### config.mk
export PLATFORM = sky130hd
export DESIGN_NAME = turn_timer_1hz
export DESIGN_NICKNAME = d
export VERILOG_FILES = /design/src/rtl/blackjack_pkg.sv /design/src/rtl/bcd_down2.sv /design/src/rtl/turn_timer_1hz.sv
export SDC_FILE = /design/constraint.sdc
export NUM_CORES = 1
export LEC_CHECK = 0
export ABC_AREA = 0
export BUFFER_PORTS_ARGS = -buffer_cell sky130_fd_sc_hd__buf_2
export CELL_PAD_IN_SITES_DETAIL_PLACEMENT = 2
export CELL_PAD_IN_SITES_GLOBAL_PLACEMENT = 2
export CORE_MARGIN = 2
export CORE_UTILIZATION = 31
export DETAILED_ROUTE_END_ITERATION = 10
export MAX_ROUTING_LAYER = met4
export PLACE_DENSITY_LB_ADDON = 0.1
export SLEW_MARGIN = 20
export SYNTH_ARGS = -nofsm -noshare
export SYNTH_HDL_FRONTEND = slang
export SYNTH_SLANG_ARGS = --single-unit
### constraint.sdc
create_clock -name clk -period 2.05 [get_ports clk]
set_input_delay 0.41 -clock clk [delete_from_list [all_inputs] [get_ports clk]]
set_output_delay 0.41 -clock clk [all_outputs]
set_load 0.1 [all_outputs]
### src/rtl/blackjack_pkg.sv
// rtl/blackjack_pkg.sv - shared constants for the BlackJack table turn timer
//
// Purpose: state encoding, BCD digit width and default turn-time constants
//          shared by turn_timer_1hz and its BCD counter.
// Ports:   none (package).
package blackjack_pkg;

   // BCD digit width driven to the 7-segment driver
   localparam int DIGIT_W = 4;

   // Turn-timer state encoding (kept as plain constants for legacy users)
   localparam logic [1:0] ST_IDLE    = 2'd0;
   localparam logic [1:0] ST_RUN     = 2'd1;
   localparam logic [1:0] ST_PAUSE   = 2'd2;
   localparam logic [1:0] ST_EXPIRED = 2'd3;

   // Default turn-time constants, in whole seconds
   localparam int DEFAULT_INIT_SEC = 30;
   localparam int DEFAULT_WARN_SEC = 5;

   // Packs a 0..99 seconds value into {tens, ones} BCD at elaboration time
   function automatic logic [2*DIGIT_W-1:0] sec_to_bcd(input int sec);
      logic [DIGIT_W-1:0] t;
      logic [DIGIT_W-1:0] o;
      t = DIGIT_W'(sec / 10);
      o = DIGIT_W'(sec % 10);
      return {t, o};
   endfunction

endpackage

### src/rtl/bcd_down2.sv
// rtl/bcd_down2.sv - two-digit BCD down-counter with load and zero/one flags
//
// Purpose: holds a 00..99 count as two BCD digits; load has priority over
//          dec, and dec saturates at 00.
// Ports:
//   clk, rst            clock, async active-high reset (loads RST_VALUE)
//   load                load value_tens/value_ones this edge
//   value_tens/ones     BCD value to load
//   dec                 decrement by one this edge (ignored at 00)
//   tens, ones          current BCD digits
//   zero, one           count == 00 / count == 01
module bcd_down2
   import blackjack_pkg::*;
#(
   parameter logic [2*DIGIT_W-1:0] RST_VALUE = 8'h30
) (
   input  logic               clk,
   input  logic               rst,
   input  logic               load,
   input  logic [DIGIT_W-1:0] value_tens,
   input  logic [DIGIT_W-1:0] value_ones,
   input  logic               dec,
   output logic [DIGIT_W-1:0] tens,
   output logic [DIGIT_W-1:0] ones,
   output logic               zero,
   output logic               one
);

   assign zero = (tens == '0) && (ones == '0);
   assign one  = (tens == '0) && (ones == DIGIT_W'(1));

   always_ff @(posedge clk or posedge rst) begin
      if (rst) begin
         tens <= RST_VALUE[2*DIGIT_W-1:DIGIT_W];
         ones <= RST_VALUE[DIGIT_W-1:0];
      end else if (load) begin
         tens <= value_tens;
         ones <= value_ones;
      end else if (dec && !zero) begin
         // borrow from tens when the ones digit wraps 0 -> 9
         if (ones == '0) begin
            ones <= DIGIT_W'(9);
            tens <= tens - DIGIT_W'(1);
         end else begin
            ones <= ones - DIGIT_W'(1);
         end
      end
   end

endmodule

### src/rtl/turn_timer_1hz.sv
// rtl/turn_timer_1hz.sv - player-turn countdown driven by the 1 Hz divider
//
// Purpose: counts a decision window down in whole seconds as two BCD digits,
//          raises warn near the end and a one-cycle timeout at zero.
// Ports:
//   clk, rst            system clock, async active-high reset
//   tick_in             1 Hz level from the divider (synchronous to clk)
//   start               pulse: reload INIT_SEC and run
//   pause_tgl           pulse: toggle RUN <-> PAUSE
//   clear               pulse: abort to IDLE with INIT_SEC loaded
//   sec_tens, sec_ones  BCD remaining seconds
//   running, paused     state decodes for RUN / PAUSE
//   warn                remaining in 1..WARN_SEC while RUN or PAUSE
//   timeout             one-cycle pulse after the count reaches 0
//   expired             high in EXPIRED
module turn_timer_1hz
   import blackjack_pkg::*;
#(
   parameter int INIT_SEC = DEFAULT_INIT_SEC,
   parameter int WARN_SEC = DEFAULT_WARN_SEC
) (
   input  logic                clk,
   input  logic                rst,
   input  logic                tick_in,
   input  logic                start,
   input  logic                pause_tgl,
   input  logic                clear,
   output logic [DIGIT_W-1:0]  sec_tens,
   output logic [DIGIT_W-1:0]  sec_ones,
   output logic                running,
   output logic                paused,
   output logic                warn,
   output logic                timeout,
   output logic                expired
);

   localparam logic [2*DIGIT_W-1:0] INIT_BCD = sec_to_bcd(INIT_SEC);
   localparam logic [2*DIGIT_W-1:0] WARN_BCD = sec_to_bcd(WARN_SEC);

   logic [1:0] state;
   logic [1:0] state_nxt;
   logic       tick_prev;
   logic       tick_rise;
   logic       cnt_load;
   logic       cnt_dec;
   logic       cnt_zero;
   logic       cnt_one;
   logic       timeout_nxt;

   assign tick_rise = tick_in & ~tick_prev;

   bcd_down2 #(
      .RST_VALUE (INIT_BCD)
   ) u_cnt (
      .clk        (clk),
      .rst        (rst),
      .load       (cnt_load),
      .value_tens (INIT_BCD[2*DIGIT_W-1:DIGIT_W]),
      .value_ones (INIT_BCD[DIGIT_W-1:0]),
      .dec        (cnt_dec),
      .tens       (sec_tens),
      .ones       (sec_ones),
      .zero       (cnt_zero),
      .one        (cnt_one)
   );

   // Events are mutually exclusive per cycle: a tick that coincides with
   // clear/start/pause_tgl is dropped rather than deferred.
   always_comb begin
      state_nxt   = state;
      cnt_load    = 1'b0;
      cnt_dec     = 1'b0;
      timeout_nxt = 1'b0;
      if (clear) begin
         state_nxt = ST_IDLE;
         cnt_load  = 1'b1;
      end else if (start) begin
         state_nxt = ST_RUN;
         cnt_load  = 1'b1;
      end else if (pause_tgl) begin
         if (state == ST_RUN) begin
            state_nxt = ST_PAUSE;
         end else if (state == ST_PAUSE) begin
            state_nxt = ST_RUN;
         end
      end else if (tick_rise && (state == ST_RUN)) begin
         cnt_dec = 1'b1;
         if (cnt_one) begin
            state_nxt   = ST_EXPIRED;
            timeout_nxt = 1'b1;
         end
      end
   end

   always_ff @(posedge clk or posedge rst) begin
      if (rst) begin
         state     <= ST_IDLE;
         tick_prev <= 1'b0;
         timeout   <= 1'b0;
      end else begin
         state     <= state_nxt;
         tick_prev <= tick_in;
         timeout   <= timeout_nxt;
      end
   end

   assign running = (state == ST_RUN);
   assign paused  = (state == ST_PAUSE);
   assign expired = (state == ST_EXPIRED);

   // For valid BCD, comparing the packed {tens,ones} byte orders the same
   // as comparing the decimal values.
   assign warn = (running || paused) && !cnt_zero
                 && ({sec_tens, sec_ones} <= WARN_BCD);

endmodule

==> results.sh <==
export IMPL_pin_count=19
export IMPL_end_kind="primary output"
export IMPL_multi_input_comb_area_um2=551
export IMPL_max_freq_ghz=0.431
export IMPL_wirelength_um=2620
export IMPL_postRouteAntennaNets=0
export IMPL_ctsLongestPathBuffers=2
export IMPL_cts_tree="built"
export IMPL_post_route_util_pct=46.1
export IMPL_cp_startpoint="u_cnt.tens[1]"
export IMPL_finalCriticalPeriod_ns=2.32
export IMPL_fin_skew_ns=0.00381
export IMPL_power_per_cell_area_nw_per_um2=431
export IMPL_vias=818
export IMPL_port_buffer_count=18
export IMPL_nNetsFinal=135
export IMPL_cts_buffers=3
export IMPL_placed_area_um2=1110
export IMPL_yosys_top_cells_count="10 x dfrtp_1, 9 x nor2_1, 8 x ha_1, 8 x inv_1, 7 x nand2_1"
export IMPL_die_height_um=55.7
export IMPL_coreArea_um2=2500
export IMPL_arrival_ns=1.91
export IMPL_worstPathMaxFanout=4
export IMPL_wl_per_cell_um=17.5
export IMPL_placementRows=18
export IMPL_synthMostInstantiatedCell="dfrtp_1"
export IMPL_worst_pin_slew_ns=0.531
export IMPL_status="finished, violations left"
export IMPL_ys_seq_elements=12
export IMPL_start_kind="register"
export IMPL_power_leakage_nw=0.511
export IMPL_peakVddDrop_v=0.000259
export IMPL_synth_area_leader_cell="dfrtp_1"
export IMPL_die_area_um2=3100
export IMPL_total_power_w=0.000496
export IMPL_tns_ns=-0.272
export IMPL_antenna_cells=0
export IMPL_min_period_over_period_pct=113
export IMPL_grt_pass1_wl_um=4580
export IMPL_grt_max_degree=13
export IMPL_hold_viol=0
export IMPL_drv_slew=0
export IMPL_syn_area_per_cell_um2=9.31
export IMPL_ys_warn_count=0
export IMPL_syn_to_final_growth_pct=39.1
export IMPL_final_cell_area_um2=1150
export IMPL_grt_pass1_vias=912
export IMPL_netlist_area_um2=828
export IMPL_ys_seq_area_share_pct=36.6
export IMPL_synth_edf_count=0
export IMPL_maxCapViolCount=0
export IMPL_syn_inst=89
export IMPL_fill_cells=286
export IMPL_die_w_um=55.7
export IMPL_grt_util_all_layers_pct=19.3
export IMPL_root_buffer="clkbuf_4"
export IMPL_synth_cell_type_count=36
export IMPL_hp_class="input port to async pin"
export IMPL_start_util_pct=33.1
export IMPL_cp_data_required_time_ns=1.64
export IMPL_finalSetupViolCount=1
export IMPL_rsz0062_at_grt="true"
export IMPL_setup_slack_ns=-0.272
export IMPL_critPathKind="register to primary output"
export IMPL_drt_iter0_drc=19
export IMPL_synthArstFlopShare_pct=100
export IMPL_synth_main_ff_cell="dfrtp_1"
export IMPL_gp_congestion=0.798
export IMPL_syn_nets=103
export IMPL_violations="setup timing"
export IMPL_clk_latency_ns=0.27
export IMPL_drc=0
export IMPL_synth_top_area_share_pct=30.2
export IMPL_slew_headroom_pct=64.6
export IMPL_holdWs_ns=0.156
export IMPL_overflow=0
export IMPL_synthTopCellsByArea="dfrtp_1 30%, ha_1 12%, dfstp_2 6.3%"
export IMPL_cts_setup_buffers=0
export IMPL_seq_area_um2=323
export IMPL_drt_vias_per_instance=5.45
export IMPL_clk_pin_slew_ns=0.09
export IMPL_cts_sinks=12
export IMPL_drive_gt1_share_pct=45.8
export IMPL_dp_hpwl_um=2040
export IMPL_antenna_found_initial=0
export IMPL_r2r_start="u_cnt.ones[0]"
export IMPL_htreeDepth=1
export IMPL_drt_pass1_iter_count=3
where the power goes:
part,internal (W),total [W],leakage (nW),switching [W]
Combinational,0.0000243,0.0000862,0.350,0.0000619
Sequential,0.000241,0.000246,0.146,0.00000496
Clock,0.0000754,0.000164,0.0150,0.0000884
repair_timing:
action,4_1_cts,5_1_grt
hold buffers,0,0
pin swaps,1,0
endpoints found under the hold margin,0,0
gates resized for setup,2,1
endpoints found under the setup margin,1,5
cells by family after synthesis:
logic type	after synthesis	synth area share (%)
adders and majority gates	8	12.1
and+or+nand+nor	41	30.5
AOI/OAI and AO/OA	17	14.2
DFF	12	36.6
muxes	2	2.42
buffers and inverters	9	4.23
layer usage:
| layer | share of wire [%] | up-vias | track usage [%] |
|---|---|---|---|
| li1 | - | 392 | - |
| met2 | 52 | 9 | 33.8 |
| met4 | 0.50 | 0 | 5.23 |
| met3 | 2.5 | 2 | 2.56 |
| met5 | 0 | - | - |
| met1 | 45 | 415 | 23.2 |
registers in the layout, indices dropped and copies added, names as in the netlist:
signal	flops
state	2
tick_prev	1
timeout	1
u_cnt.ones	4
u_cnt.tens	4
stage by stage:
| step | setup slack [ns] | cells |
|---|---|---|
| detailed placement | -0.0441 | 146 |
| CTS | -0.304 | 150 |
| global placement | -0.0135 | 146 |
| floorplan | -0.766 | 89 |
| finish | -0.272 | 150 |
| global route | -0.380 | 150 |
worst paths after layout:
check | end | cells after the start | slack [ns]
setup / recovery | warn | 6 | -0.27
hold / removal | u_cnt.ones[1] | 2 | 0.16
setup reg to reg | u_cnt.tens[1] | 6 | 0.14
hold reg to reg | state[1] | 2 | 0.63
max in group asynchronous | u_cnt.ones[0] | 2 | 1.50
min in group clk | tick_prev | 1 | 0.29
layout make-up:
class	count	area share (%)
clock buffers	4	2.28
inverters	8	3.04
multi-input cells	68	47.8
repair buffers	28	15.6
flip-flops and latches	12	28.0
well taps	30	3.26
critical path: stages (launching register included):
cell and delay [ns]:
dfstp_4 0.49, inv_4 0.07, ha_4 0.14, nor3b_4 0.20, a32oi_2 0.15, o41ai_4 0.37, buf_12 0.22
cells in the final DEF, fill, tap and decap left out, types with 3 or more instances in the layout:
cell type   n
dfrtp_2     4
nor2_1      8
inv_1       6
buf_2      17
dfrtp_1     4
ha_1        6
nand4_1     5
a31oi_1     3
o21ai_0     4
buf_4      10
clkbuf_4    3
nand2_1     7
No activity file was read; power rests on OpenSTA's default activity.
